===== config.mk =====
export PLATFORM = sky130hd
export DESIGN_NAME = instruction_loader
export DESIGN_NICKNAME = d
export VERILOG_FILES = /design/src/rtl/instruction_loader.sv
export SDC_FILE = /design/constraint.sdc
export NUM_CORES = 1
export LEC_CHECK = 0
export ABC_AREA = 1
export ABC_CLOCK_PERIOD_IN_PS = 9400
export CORE_UTILIZATION = 48
export CTS_CLUSTER_SIZE = 14
export DETAILED_ROUTE_END_ITERATION = 6
export PLACE_DENSITY = 0.83
export RECOVER_POWER = 100
export SETUP_SLACK_MARGIN = 0.15
export SLEW_MARGIN = 20
export SYNTH_ARGS = -nofsm -noshare
export SYNTH_HDL_FRONTEND = slang
export SYNTH_SLANG_ARGS = --single-unit

===== constraint.sdc =====
create_clock -name clk -period 9.4 [get_ports clk]
set_clock_uncertainty 0.15 [all_clocks]
set_input_delay 1.41 -clock clk [delete_from_list [all_inputs] [get_ports clk]]
set_output_delay 1.41 -clock clk [all_outputs]
set_load 0.005 [all_outputs]

===== src/rtl/instruction_loader.sv =====
// instruction_loader: write-side companion to the 24-bit, word-aligned instruction memory.
// Assembles a host byte stream (16-bit big-endian count N, then N 3-byte MSB-first words)
// into instructions, writes word i at byte address 4*i, and holds the CPU in reset while
// a load session runs.
// Optional feature macro: INSTRUCTION_LOADER_CHECKSUM_EN adds a trailing XOR checksum byte
// and the sticky chk_err output.
module instruction_loader #(
    parameter int unsigned DEPTH = 140,
    parameter int unsigned AW    = 24
) (
    input  logic          clk,
    input  logic          reset,
    input  logic          start,
    input  logic          in_valid,
    input  logic [7:0]    in_data,
    output logic          in_ready,
    output logic          mem_we,
    output logic [AW-1:0] mem_a,
    output logic [23:0]   mem_wd,
    output logic          busy,
    output logic          done,
    output logic          overflow,
`ifdef INSTRUCTION_LOADER_CHECKSUM_EN
    output logic          chk_err,
`endif
    output logic          cpu_hold
);

    typedef enum logic [3:0] {
        IDLE, HDR_H, HDR_L, B0, B1, B2, WR, CSUM, FIN
    } state_t;

    state_t      state;
    logic [15:0] cnt;
    logic [15:0] idx;
    logic [23:0] word;
    logic        accept;
    logic        in_range;
    logic [16:0] idx_next;
    logic        last_word;
    state_t      after_last;
`ifdef INSTRUCTION_LOADER_CHECKSUM_EN
    logic [7:0]  csum;
    logic        csum_bad;
`endif

    // Byte acceptance and write bookkeeping derived from the current state/index.
    always_comb begin
        in_ready = 1'b0;
        case (state)
            HDR_H, HDR_L, B0, B1, B2, CSUM: in_ready = 1'b1;
            default:                         in_ready = 1'b0;
        endcase
        accept    = in_valid && in_ready;
        in_range  = ({16'd0, idx} < DEPTH);
        idx_next  = {1'b0, idx} + 17'd1;
        last_word = (idx_next >= {1'b0, cnt});
`ifdef INSTRUCTION_LOADER_CHECKSUM_EN
        after_last = CSUM;
`else
        after_last = FIN;
`endif
    end

    assign cpu_hold = busy;

    // Session FSM with registered outputs.
    always_ff @(posedge clk or posedge reset) begin
        if (reset) begin
            state    <= IDLE;
            cnt      <= 16'd0;
            idx      <= 16'd0;
            word     <= 24'd0;
            mem_we   <= 1'b0;
            mem_a    <= '0;
            mem_wd   <= 24'd0;
            busy     <= 1'b0;
            done     <= 1'b0;
            overflow <= 1'b0;
`ifdef INSTRUCTION_LOADER_CHECKSUM_EN
            csum     <= 8'd0;
            csum_bad <= 1'b0;
            chk_err  <= 1'b0;
`endif
        end else begin
            mem_we <= 1'b0;
            done   <= 1'b0;
`ifdef INSTRUCTION_LOADER_CHECKSUM_EN
            // Running XOR of every stream byte except the checksum itself.
            if (accept && state != CSUM) begin
                csum <= csum ^ in_data;
            end
`endif
            case (state)
                IDLE: begin
                    // busy is still high in the cycle done shows, so start is ignored there.
                    if (done) begin
                        busy <= 1'b0;
                    end else if (start) begin
                        state    <= HDR_H;
                        busy     <= 1'b1;
                        idx      <= 16'd0;
                        overflow <= 1'b0;
`ifdef INSTRUCTION_LOADER_CHECKSUM_EN
                        csum     <= 8'd0;
                        csum_bad <= 1'b0;
                        chk_err  <= 1'b0;
`endif
                    end
                end
                HDR_H: begin
                    if (accept) begin
                        cnt[15:8] <= in_data;
                        state     <= HDR_L;
                    end
                end
                HDR_L: begin
                    if (accept) begin
                        cnt[7:0] <= in_data;
                        state    <= ({cnt[15:8], in_data} != 16'd0) ? B0 : after_last;
                    end
                end
                B0: begin
                    if (accept) begin
                        word[23:16] <= in_data;
                        state       <= B1;
                    end
                end
                B1: begin
                    if (accept) begin
                        word[15:8] <= in_data;
                        state      <= B2;
                    end
                end
                B2: begin
                    // Present the write in the WR cycle; address/data update even when suppressed.
                    if (accept) begin
                        word[7:0] <= in_data;
                        mem_wd    <= {word[23:8], in_data};
                        mem_a     <= AW'({idx, 2'b00});
                        mem_we    <= in_range;
                        state     <= WR;
                    end
                end
                WR: begin
                    if (!in_range) begin
                        overflow <= 1'b1;
                    end
                    idx   <= idx_next[15:0];
                    state <= last_word ? after_last : B0;
                end
                CSUM: begin
`ifdef INSTRUCTION_LOADER_CHECKSUM_EN
                    if (accept) begin
                        csum_bad <= (in_data != csum);
                        state    <= FIN;
                    end
`else
                    state <= FIN;
`endif
                end
                FIN: begin
                    done  <= 1'b1;
                    state <= IDLE;
`ifdef INSTRUCTION_LOADER_CHECKSUM_EN
                    chk_err <= chk_err | csum_bad;
`endif
                end
                default: state <= IDLE;
            endcase
        end
    end

endmodule

# --- Word level (Yosys, flattened, before mapping) ---
# Cells that the tools add are included.
totals:
  reg_bits: 96
  inputBits: 12
  out_inout_bits: 54
  word_cells: 69
op_classes:
  add_sub_neg: 1
  order_cmp: 2
  eq_ne: 16
  mux: 23
  n_reduce_logical: 15
op_table:
  columns: ["op", "n"]
  rows:
  - ["2-to-1 mux 4 bit", 9]
  - ["2-to-1 mux 16 bit", 2]
  - ["case mux 16 bit (2 select lines)", 1]
  - ["case mux 4 bit (8 select lines)", 1]
  - ["adder 16 x 1 -> 17 bit (second input constant)", 1]
  - [">= comparator 17 x 16 -> 1 bit", 1]
  - ["== test 4 x 3 -> 1 bit (second input constant)", 4]
  - ["< comparator 16 x 8 -> 1 bit (second input constant)", 1]
  - ["!= test 2 bit (second input constant)", 8]
  - ["nonzero test 16 bit", 1]
  - ["AND reduction 2 bit", 6]
  - ["2-to-1 mux 1 bit", 9]
  - ["== test 4 x 2 -> 1 bit (second input constant)", 2]
  - ["AND reduction 7 bit", 1]
  - ["OR reduction 6 bit", 1]
  - ["== test 4 x 1 -> 1 bit (second input constant)", 1]
  - ["== test 4 bit (second input constant)", 1]
  - ["logical NOT 4 bit", 1]
  - ["AND reduction 4 bit", 1]
  - ["nonzero test 2 bit", 2]
  - ["AND reduction 3 bit", 1]
  - ["case mux 1 bit (2 select lines)", 1]
  - ["logical AND 1 bit", 1]

# --- Depth between registers and ports, before layout ---
# Gate-level depths: netlist of the first run.
logic_depth:
  depth_word: 6
  ltp_mapped: 20
  depth_no_buf: 20

# --- Least setup slack after synthesis of the first run ---
# Ideal clock, no wire load.
synth_timing:
  path_kind: "reg-to-reg"
  start: "reg idx[0]"
  end: "reg state[0]"
  setup_ns: 0.117
  arrival_ns: 2.276
  required_time_ns: 9.133
  slack_ns: 6.857
  stages_incl_launch_ff: 21
  path_buffers: 0
  synth_period_minus_slack_ns: 2.543
  path_cell_list: "dfrtp_1 > ha_1 > inv_1 > nor2_1 > nand2_1 > nor3_1 > nand2_1 > xor2_1 > inv_1 > ha_1 > nand2_1 > inv_1 > nand2_1 > nor2_1 > nand2_1 > nand3_1 > nand2_1 > nand4_1 > nand3_1 > nand2_1 > nand2_1"
synth_between:
  elab_chain_cells: 4
synth_lines:
  columns: ["element", "line", "source"]
  rows:
  - ["start: declaration", "35", "logic [15:0] idx;"]
  - ["start signal: assignment", "149", "idx <= idx_next[15:0];"]
  - ["adder 16 x 1 -> 17 bit", "56", "idx_next = {1'b0, idx} + 17'd1;"]
  - [">= comparator 17 x 16 -> 1 bit", "57", "last_word = (idx_next >= {1'b0, cnt});"]
  - ["2-to-1 mux 4 bit", "150", "state <= last_word ? after_last : B0;"]
  - ["case mux 4 bit (8 select lines)", "94", "case (state)"]
  - ["end signal: assignment", "120", "state <= ({cnt[15:8], in_data} != 16'd0) ? B0 : after_last;"]
  - ["end signal: assignment", "150", null]
  - ["end: declaration", "33", "state_t state;"]
# Every way passes these cells.
# A chain may end at the register's enable or synchronous reset.

==> impl_metrics.ini, run 1 <==
[run_status]
status = complete, but fails checks
violations = capacitance limit, slew limit

[sta]
setup_viol = 0
timing.setup.tns_ps = 0
fin_crit_ps = 5385
slew_viol_final = 164
max_freq_mhz = 185.7
tightest_slew_ps = 2813
hold_violations = 0
slew_headroom_pct = -87.52
finalCritPeriodShare_pct = 57.28
rsz0062_at_grt = false

[cts]
cts_resized = 0
cts_made_buffers = 9
clk_path_buf_depth = 2
cts_tree = yes
clockRootBuffer = clkbuf_8
insertion_delay_ps = 370
postCtsSetupRepairBufs = 0
clkTransAtPathRegs_ps = 100
cts_htree_levels = 3
cts_sinks = 96
cts_hold_buf = 0

[synth]
avgSynthCellArea_um2 = 8.970
netlist.top_cell.by_area = dfrtp_1
synth_common_cells = nand2_1 (131), dfrtp_1 (96), o21ai_0 (70)
synth-seq-area-share_pct = 52.00
syn_inst = 515
ys_warn_count = 0
synth_flop_cell = dfrtp_1
yosys.area.top_type_share_pct = 52.00
yosysMostFrequentCell = nand2_1
synthArstFlopShare_pct = 100.0
synth-seq-cells = 96
syn_area_um2 = 4619
synth_area_leaders = dfrtp_1 (52%), nand2_1 (11%), o21ai_0 (7.6%), inv_1 (5.5%), ha_1 (4.6%)
synth-edff-count = 0
yosysUniqueCellTypes = 31

[global_route]
antenna_found_initial = 0
grt_pass1_vias = 3387
grt_max_degree = 65
grt_pass1_wl_um = 16060
overflow = 0
groute.usage.overall_pct = 20.70

[pwr]
ir_drop_uv = 101.7
p_per_area_nw_per_um2 = 303.7
share_clk_of_total_power_pct = 18.0
p_int_w = 0.001014
seqPwrFrac_pct = 41.3
switching_share_pct = 38.18
p_comb_share_pct = 40.7
switchingPower_w = 0.0006260
finalPower_w = 0.001640
leakage_nw = 2.742

[floorplanning]
core_um2 = 9284
die_area_um2 = 10020
row_count = 35
num_io_pins = 66
start_util_pct = 49.76
die_w_um = 100.1
die_y_um = 100.1

[job]
drv_cap = 3

[hold_path]
holdPathStages = 1
holdPathEnd = done
hold_start = state[2]
hold_path_class = flip-flop to flip-flop

[critical_path]
crit_path_max_fanout = 55
critical_path_class = input port to asynchronous set/reset pin
cp.required_ps = 9110
crit_arrival_ps = 5100
r2r_start = state[0]
r2r_end = mem_a[2]
r2r_slack_ps = 5920
rr_worst_depth = 6
start_kind = input port
crit_path_end_kind = asynchronous set/reset pin

[detailed_routing]
wirelength_um = 9604
wl_per_cell_um = 13.64
num_vias = 3549
avgViaCountPerCell = 5.041
drt_iter0_markers = 197
drc = 0
antenna_left = 0
drtPass1Iterations = 5

[final_layout]
nFillCells = 809
seq_area_um2 = 2402
final_net_count = 600
finalInstanceArea_um2 = 5399
diodes = 0
fin_cells = 704
area_delta_synth_final_pct = 16.87
multi_input_comb_area_um2 = 1772
layout-drive-gt1-share_pct = 4.870

[place]
place_area_um2 = 5258
placedCellCount = 689
io_buffer_count = 57
globalplace.congestion = 0.8464
hpwl_um = 6790
per-stage QoR:
stage	hold WS [ps]	utilization (%)	worst slack (ps)
floorplan	278.7	-	5335
global placement	289.5	56.63	6077
detailed placement	304.3	56.63	6048
CTS	304.2	58.94	6058
global route	342.2	58.15	3060
finish	292.8	58.15	4015
power groups by stage:
stage	registers (W)	clock network [W]	logic, W
2_1_floorplan	0.000671	0	0.000465
3_3_place_gp	0.000683	0	0.000690
3_5_place_dp	0.000687	0	0.000718
4_1_cts	0.000682	0.000298	0.000728
5_1_grt	0.000696	0.000319	0.000761
6_report	0.000677	0.000296	0.000667
state kept, by name (all words and copies together) (netlist names):
register,flops
mem_wd,24
cnt,16
idx,16
mem_a,16
word,16
state,4
busy,1
done,1
mem_we,1
overflow,1
cell type report:
| cell class | instances | share of cell area [%] |
|---|---|---|
| repair buffers | 60 | 10.85 |
| clock inverters | 6 | 1.669 |
| well taps | 129 | 2.990 |
| clock buffers | 9 | 2.294 |
| inverters | 70 | 4.890 |
| multi-input cells | 334 | 32.82 |
| flip-flops and latches | 96 | 44.50 |
metal layers:
metal  up-vias  GRT usage, %  share of wire, %
li1       1746             -                 -
met5         -             0                 0
met2        96         33.85                49
met4         0         8.919               1.8
met3        16         3.064               3.7
met1      1691         27.69                46
critical path: stages:
cell	delay, ps
dlygate4sd3_1	550
clkinvlp_2	1040
clkbuf_1	2080
how the worst max path moves through the flow:
stage,startpoint,endpoint,slack (ps),cells after the start
2_1_floorplan,reset,busy,5330,1
3_3_place_gp,in_valid,mem_a[2],6080,5
3_5_place_dp,in_valid,mem_wd[21],6050,5
4_1_cts,state[3],in_ready,6060,4
5_1_grt,reset,idx[3],3060,3
6_report,reset,idx[0],4020,3
layout by cell type (no fill, tap or decap), types with 2 or more instances in the layout:
master	n
nor4_1	2
a21oi_1	5
dfrtp_1	96
o22ai_1	5
nand2_1	131
clkbuf_8	9
nor2_2	2
mux2_2	4
inv_1	67
dlygate4sd3_1	48
inv_2	2
nor2_1	29
nand3_1	15
xor2_1	11
bufinv_16	2
conb_1	8
o21ai_0	70
clkdlybuf4s50_1	9
nand4_1	9
clkbuf_1	2
nor3_1	6
ha_1	17
inv_6	2
or2_2	2
mux2_1	13
logic make-up after synthesis:
kind of cell / after synthesis / synth area share, %
mux: 17 / 5.200
compound gates: 84 / 9.724
fa+ha+maj: 17 / 4.604
flops: 96 / 52.00
xor+xnor: 11 / 2.086
other cells: 1 / 0.08118
buf+inv: 92 / 8.802
simple gates: 197 / 17.50
Power figures use the tool's default switching activity.
==> run 2: changes to the inputs <==
ABC_CLOCK_PERIOD_IN_PS = 4760   (was 9400)
PLACE_DENSITY = 0.85   (was 0.83)
clock period = 4.76 ns   (was 9.4 ns; I/O delays follow)
==> run 2 against run 1 <==
The run still ends with capacitance limit, slew limit left. Die area unchanged. Highest routed layer unchanged. Sequential share of layout area up 0.13 points. Count of clock-buffer cells in the layout did not move. First-iteration DRC count fell by 1.5%. Combinational power rose by 100%. Register-to-register slack got worse by 4100 ps. Setup slack worse by 2600 ps.
==> impl_metrics.ini, run 2 (synthesis gave the netlist of run 1 again) <==
[run_status]
status = complete, but fails checks
violations = capacitance limit, slew limit

[cts]
cts_tree = yes
clkTransAtPathRegs_ps = 100
cts_sinks = 96
cts_resized = 0
clockRootBuffer = clkbuf_8
postCtsSetupRepairBufs = 0
cts_htree_levels = 3
clk_path_buf_depth = 2
cts_hold_buf = 0
cts_made_buffers = 9
insertion_delay_ps = 390

[pwr]
p_per_area_nw_per_um2 = 597.1
leakage_nw = 2.735
ir_drop_uv = 211.2

[job]
drv_cap = 1

[hold_path]
holdPathStages = 1
hold_path_class = flip-flop to flip-flop

[sta]
finalCritPeriodShare_pct = 70.77
fin_crit_ps = 3369
tightest_slew_ps = 1615
slew_viol_final = 67
max_freq_mhz = 296.8
timing.setup.tns_ps = 0
setup_viol = 0
hold_slack_ps = 307.1
slew_headroom_pct = -7.696
hold_violations = 0
rsz0062_at_grt = false

[final_layout]
largest_reg_flops = 24
nFillCells = 795
area_delta_synth_final_pct = 16.52
final_cell_mix = nand2_1 (131), dfrtp_1 (96), o21ai_0 (70)
final_core_util_pct = 57.98
diodes = 0
final_net_count = 600
final_common_cell = nand2_1
multi_input_comb_area_um2 = 1769
layout-drive-gt1-share_pct = 5.035
seq_area_um2 = 2402
max_flop_register = mem_wd

[detailed_routing]
antenna_left = 0
wl_per_cell_um = 14.31
num_vias = 3636
avgViaCountPerCell = 5.157
drc = 0
drt_iter0_markers = 194
drtPass1Iterations = 5
wirelength_um = 10090

[critical_path]
path_buf_inv = 3
crit_slowest_cell = clkbuf_2
start_kind = input port
crit_arrival_ps = 3430
rr_worst_depth = 7
crit_chain = dlygate4sd3_1 -> clkinvlp_2 -> clkbuf_2
path_depth = 3
critical_path_class = input port to asynchronous set/reset pin
cp.required_ps = 4820
crit_path_max_fanout = 66
critPathTopFamily = buffers and inverters
crit_path_end_kind = asynchronous set/reset pin
slowest_delay_ps = 1320

[floorplanning]
die_w_um = 100.1
die_y_um = 100.1
die_area_um2 = 10020
start_util_pct = 49.76
row_count = 35
num_io_pins = 66
core_um2 = 9284

[place]
io_buffer_count = 57
globalplace.congestion = 0.8875
hpwl_um = 7285

[global_route]
grt_max_degree = 67
overflow = 0
grt_pass1_vias = 3696
grt_pass1_wl_um = 17330
antenna_found_initial = 0
groute.usage.overall_pct = 22.45
[run 2: cell count changes in the layout (fill, tap and decap cells not counted)]
cell	before	now
bufinv_16	2	0
clkdlybuf4s50_1	9	10
clkinv_8	0	2
nor2_2	2	1
clkbuf_1	2	1
dlygate4sd3_1	48	47
inv_6	2	4
nor2_1	29	30
clkbuf_2	0	1
clkinv_2	1	0
[run 2: area by class of cell]
| cell class | count | share of cell area, % |
|---|---|---|
| Timing Repair Buffer | 60 | 10.90 |
| Clock inverter | 7 | 1.395 |
| Tap cell | 129 | 2.999 |
| Clock buffer | 9 | 2.301 |
| Multi-Input combinational cell | 334 | 32.87 |
| Inverter | 70 | 4.905 |
| Sequential cell | 96 | 44.63 |
[run 2: layer usage]
metal / GRT usage (%) / part of all wire [%] / up-vias
met5: 0 / 0 / -
met4: 12.15 / 3.5 / 0
met3: 3.969 / 4.2 / 32
met2: 37.40 / 50 / 116
met1: 27.97 / 42 / 1737
li1: - / - / 1751
[run 2: report_power, final]
part           switching [W]  internal [W]
registers           0.000203       0.00113
clock network       0.000330      0.000206
logic               0.000772      0.000571
total                0.00131       0.00191
[run 2: stage by stage]
stage | cells | worst slack (ps) | cell area [um2] | power [W]
floorplan | 522 | 1391 | 4646 | 0.002242
global placement | 689 | 1924 | 5258 | 0.002722
detailed placement | 689 | 1897 | 5258 | 0.002811
CTS | 705 | 1887 | 5456 | 0.003353
global route | 705 | 857.3 | 5383 | 0.003478
finish | 705 | 1391 | 5383 | 0.003214
[run 2: final timing paths]
check                      startpoint         end  slack, ps
max                             reset      idx[9]       1390
min                          state[2]        done        310
max reg2reg                  state[1]    mem_a[6]       1820
min reg2reg                  state[2]        done        310
max in group clk             in_valid    mem_a[6]       1710
min in group asynchronous       reset  mem_wd[23]        910
==> RTL change, RTL diff (flow settings as in run 1) <==
Add a define of `INSTRUCTION_LOADER_CHECKSUM_EN`.
--- a/src/rtl/instruction_loader.sv
+++ b/src/rtl/instruction_loader.sv
@@ -5,4 +5,6 @@
 // Optional feature macro: INSTRUCTION_LOADER_CHECKSUM_EN adds a trailing XOR checksum byte
 // and the sticky chk_err output.
+`define INSTRUCTION_LOADER_CHECKSUM_EN
+
 module instruction_loader #(
     parameter int unsigned DEPTH = 140,
Behaviour (old outputs only; new: chk_err): not the same (Yosys sat finds a counterexample within 4 cycles, from zero or initial values and one cycle with reset high).
==> RTL change against run 1 <==
  * The run still ends with capacitance limit, slew limit left
  * Power up 11%
  * Count of clock-buffer cells in the layout rose by 1
  * Sequential cell count is 10 higher
  * Wire length increased by 15%
  * Core utilization decreased by 0.96 points
  * Worst setup slack improved by 1.3 ns
  * Design area is 9.8% higher
  * Critical path depth rose by 2
  * Synthesized area increased by 12%
==> RTL change: results (changes against run 1) <==
[power]
p_sw_uw = 729  ; +16%
fin_total_pwr_mw = 1.82  ; +11%
irDropWorstVdd_mv = 0.128  ; +25%
power_frac_comb = 0.421  ; +0.014
seqPwrFrac = 0.428  ; +0.015
p_leak_nw = 3.02  ; +10%

[cells_and_area]
drive_gt1_frac = 0.0573  ; +0.00863
regMostFlops = mem_wd
nNetsFinal = 652  ; +8.7%

[drt]
drtIter0Drc = 202  ; +2.5%
firstDrtPassIters = 4  ; -1
routed_via_density = 5.20  ; +3.1%
avgRoutedWirePerCell_um = 14.5  ; +6.2%
drt_wl_total_um = 11100  ; +15%

[global_route]
grt_pass1_vias = 3916  ; +16%
grt_pass1_wl_um = 18900  ; +18%
grt_max_degree = 69  ; +6.2%
grtUsageTotal = 0.216  ; +0.00882

[critical_path]
cp_max_fo = 64  ; +16%
worstPathArrival_ns = 4.19  ; -0.91 ns
critPathMaxStageDelay_ns = 1.37  ; -0.71 ns
cpLargestDelayFamily = simple AND/OR/NAND/NOR gates
critPathSlowestCell = nand2_1

[synth]
syn_inst = 567  ; +10%
synth_cell_types = 41  ; +32%
yosysSeqAreaShare = 0.512  ; -0.00759
synth_area_leaders = dfrtp_1, nand2_1, o21ai_0
synth.cells.most_frequent = nand2_1, dfrtp_1, inv_1, o21ai_0, nor2_1

[clocking]
cts-root-buf = clkbuf_8
cts_setup_buffers = 0  ; unchanged
ctsResizeCount = 0  ; unchanged

[placement]
dpl_cell_area_mm2 = 0.00583  ; +11%
dp.cells = 748  ; +8.6%
numPortBuffers = 58  ; +1.8%
pre_cts_ws_ns = 6.04  ; -0.00399 ns
dpl.hpwl_um = 8230  ; +21%
gp_congestion = 0.867  ; +2.5%

[status]
violations = capacitance limit, slew limit
status = finished with violations

[sta]
worst_pin_slew_ns = 1.91  ; -0.907 ns
slew_viol_final = 105  ; -36%

[run]
max_cap_viol_count = 2  ; -1

-- RTL change: routing by layer --
metal / up-vias / routed length [um] / global-route usage / part of all wire
met2: 89 / 5420 / 0.357 / 0.49
met4: 0 / 238 / 0.0734 / 0.021
met1: 1929 / 4930 / 0.285 / 0.45
met5: - / 0 / 0 / 0
li1: 1933 / - / - / -
met3: 18 / 485 / 0.0408 / 0.044
-- RTL change: final cells by class --
type	count	area, um2
Sequential cell	106	2650
Timing Repair Buffer	60	596
Tap cell	136	170
Multi-Input combinational cell	359	1990
Clock buffer	10	138
Fill cell	927	4440
Clock inverter	6	58.8
Inverter	87	329
-- RTL change: final timing paths --
path                                            start                     end  cells after the start  slack [ns]
worst max register to register   state[2]$_DFFE_PP0P_  mem_wd[16]$_DFFE_PP0P_                      7        6.04
worst min register to register  mem_a[14]$_DFFE_PP0P_   mem_a[14]$_DFFE_PP0P_                      2        0.34
worst max-delay path                         in_valid  mem_wd[21]$_DFFE_PP0P_                      5        5.32
min in group asynchronous                       reset     idx[15]$_DFFE_PP0P_                      2        1.75
worst min-delay path            mem_a[14]$_DFFE_PP0P_   mem_a[14]$_DFFE_PP0P_                      2        0.34
max in group asynchronous                       reset    word[20]$_DFFE_PP0P_                      3        5.86
-- RTL change: cell families (layout without fill, tap and decap cells) --
group	count (synthesis)	after routing	share of synthesized area
simple gates	186	186	0.161
compound gates	116	116	0.120
buf+inv	109	163	0.0916
flops	106	106	0.512
fa+ha+maj	17	17	0.0411
mux	17	17	0.0464
xor+xnor	15	15	0.0268
other cells	1	8	0.000724
-- RTL change: tightest hold or removal path, delay by kind of cell (launching register included) --
family,cells,cell delay (ns)
flops,1,0.36
simple gates,1,0.05
compound gates,1,0.05
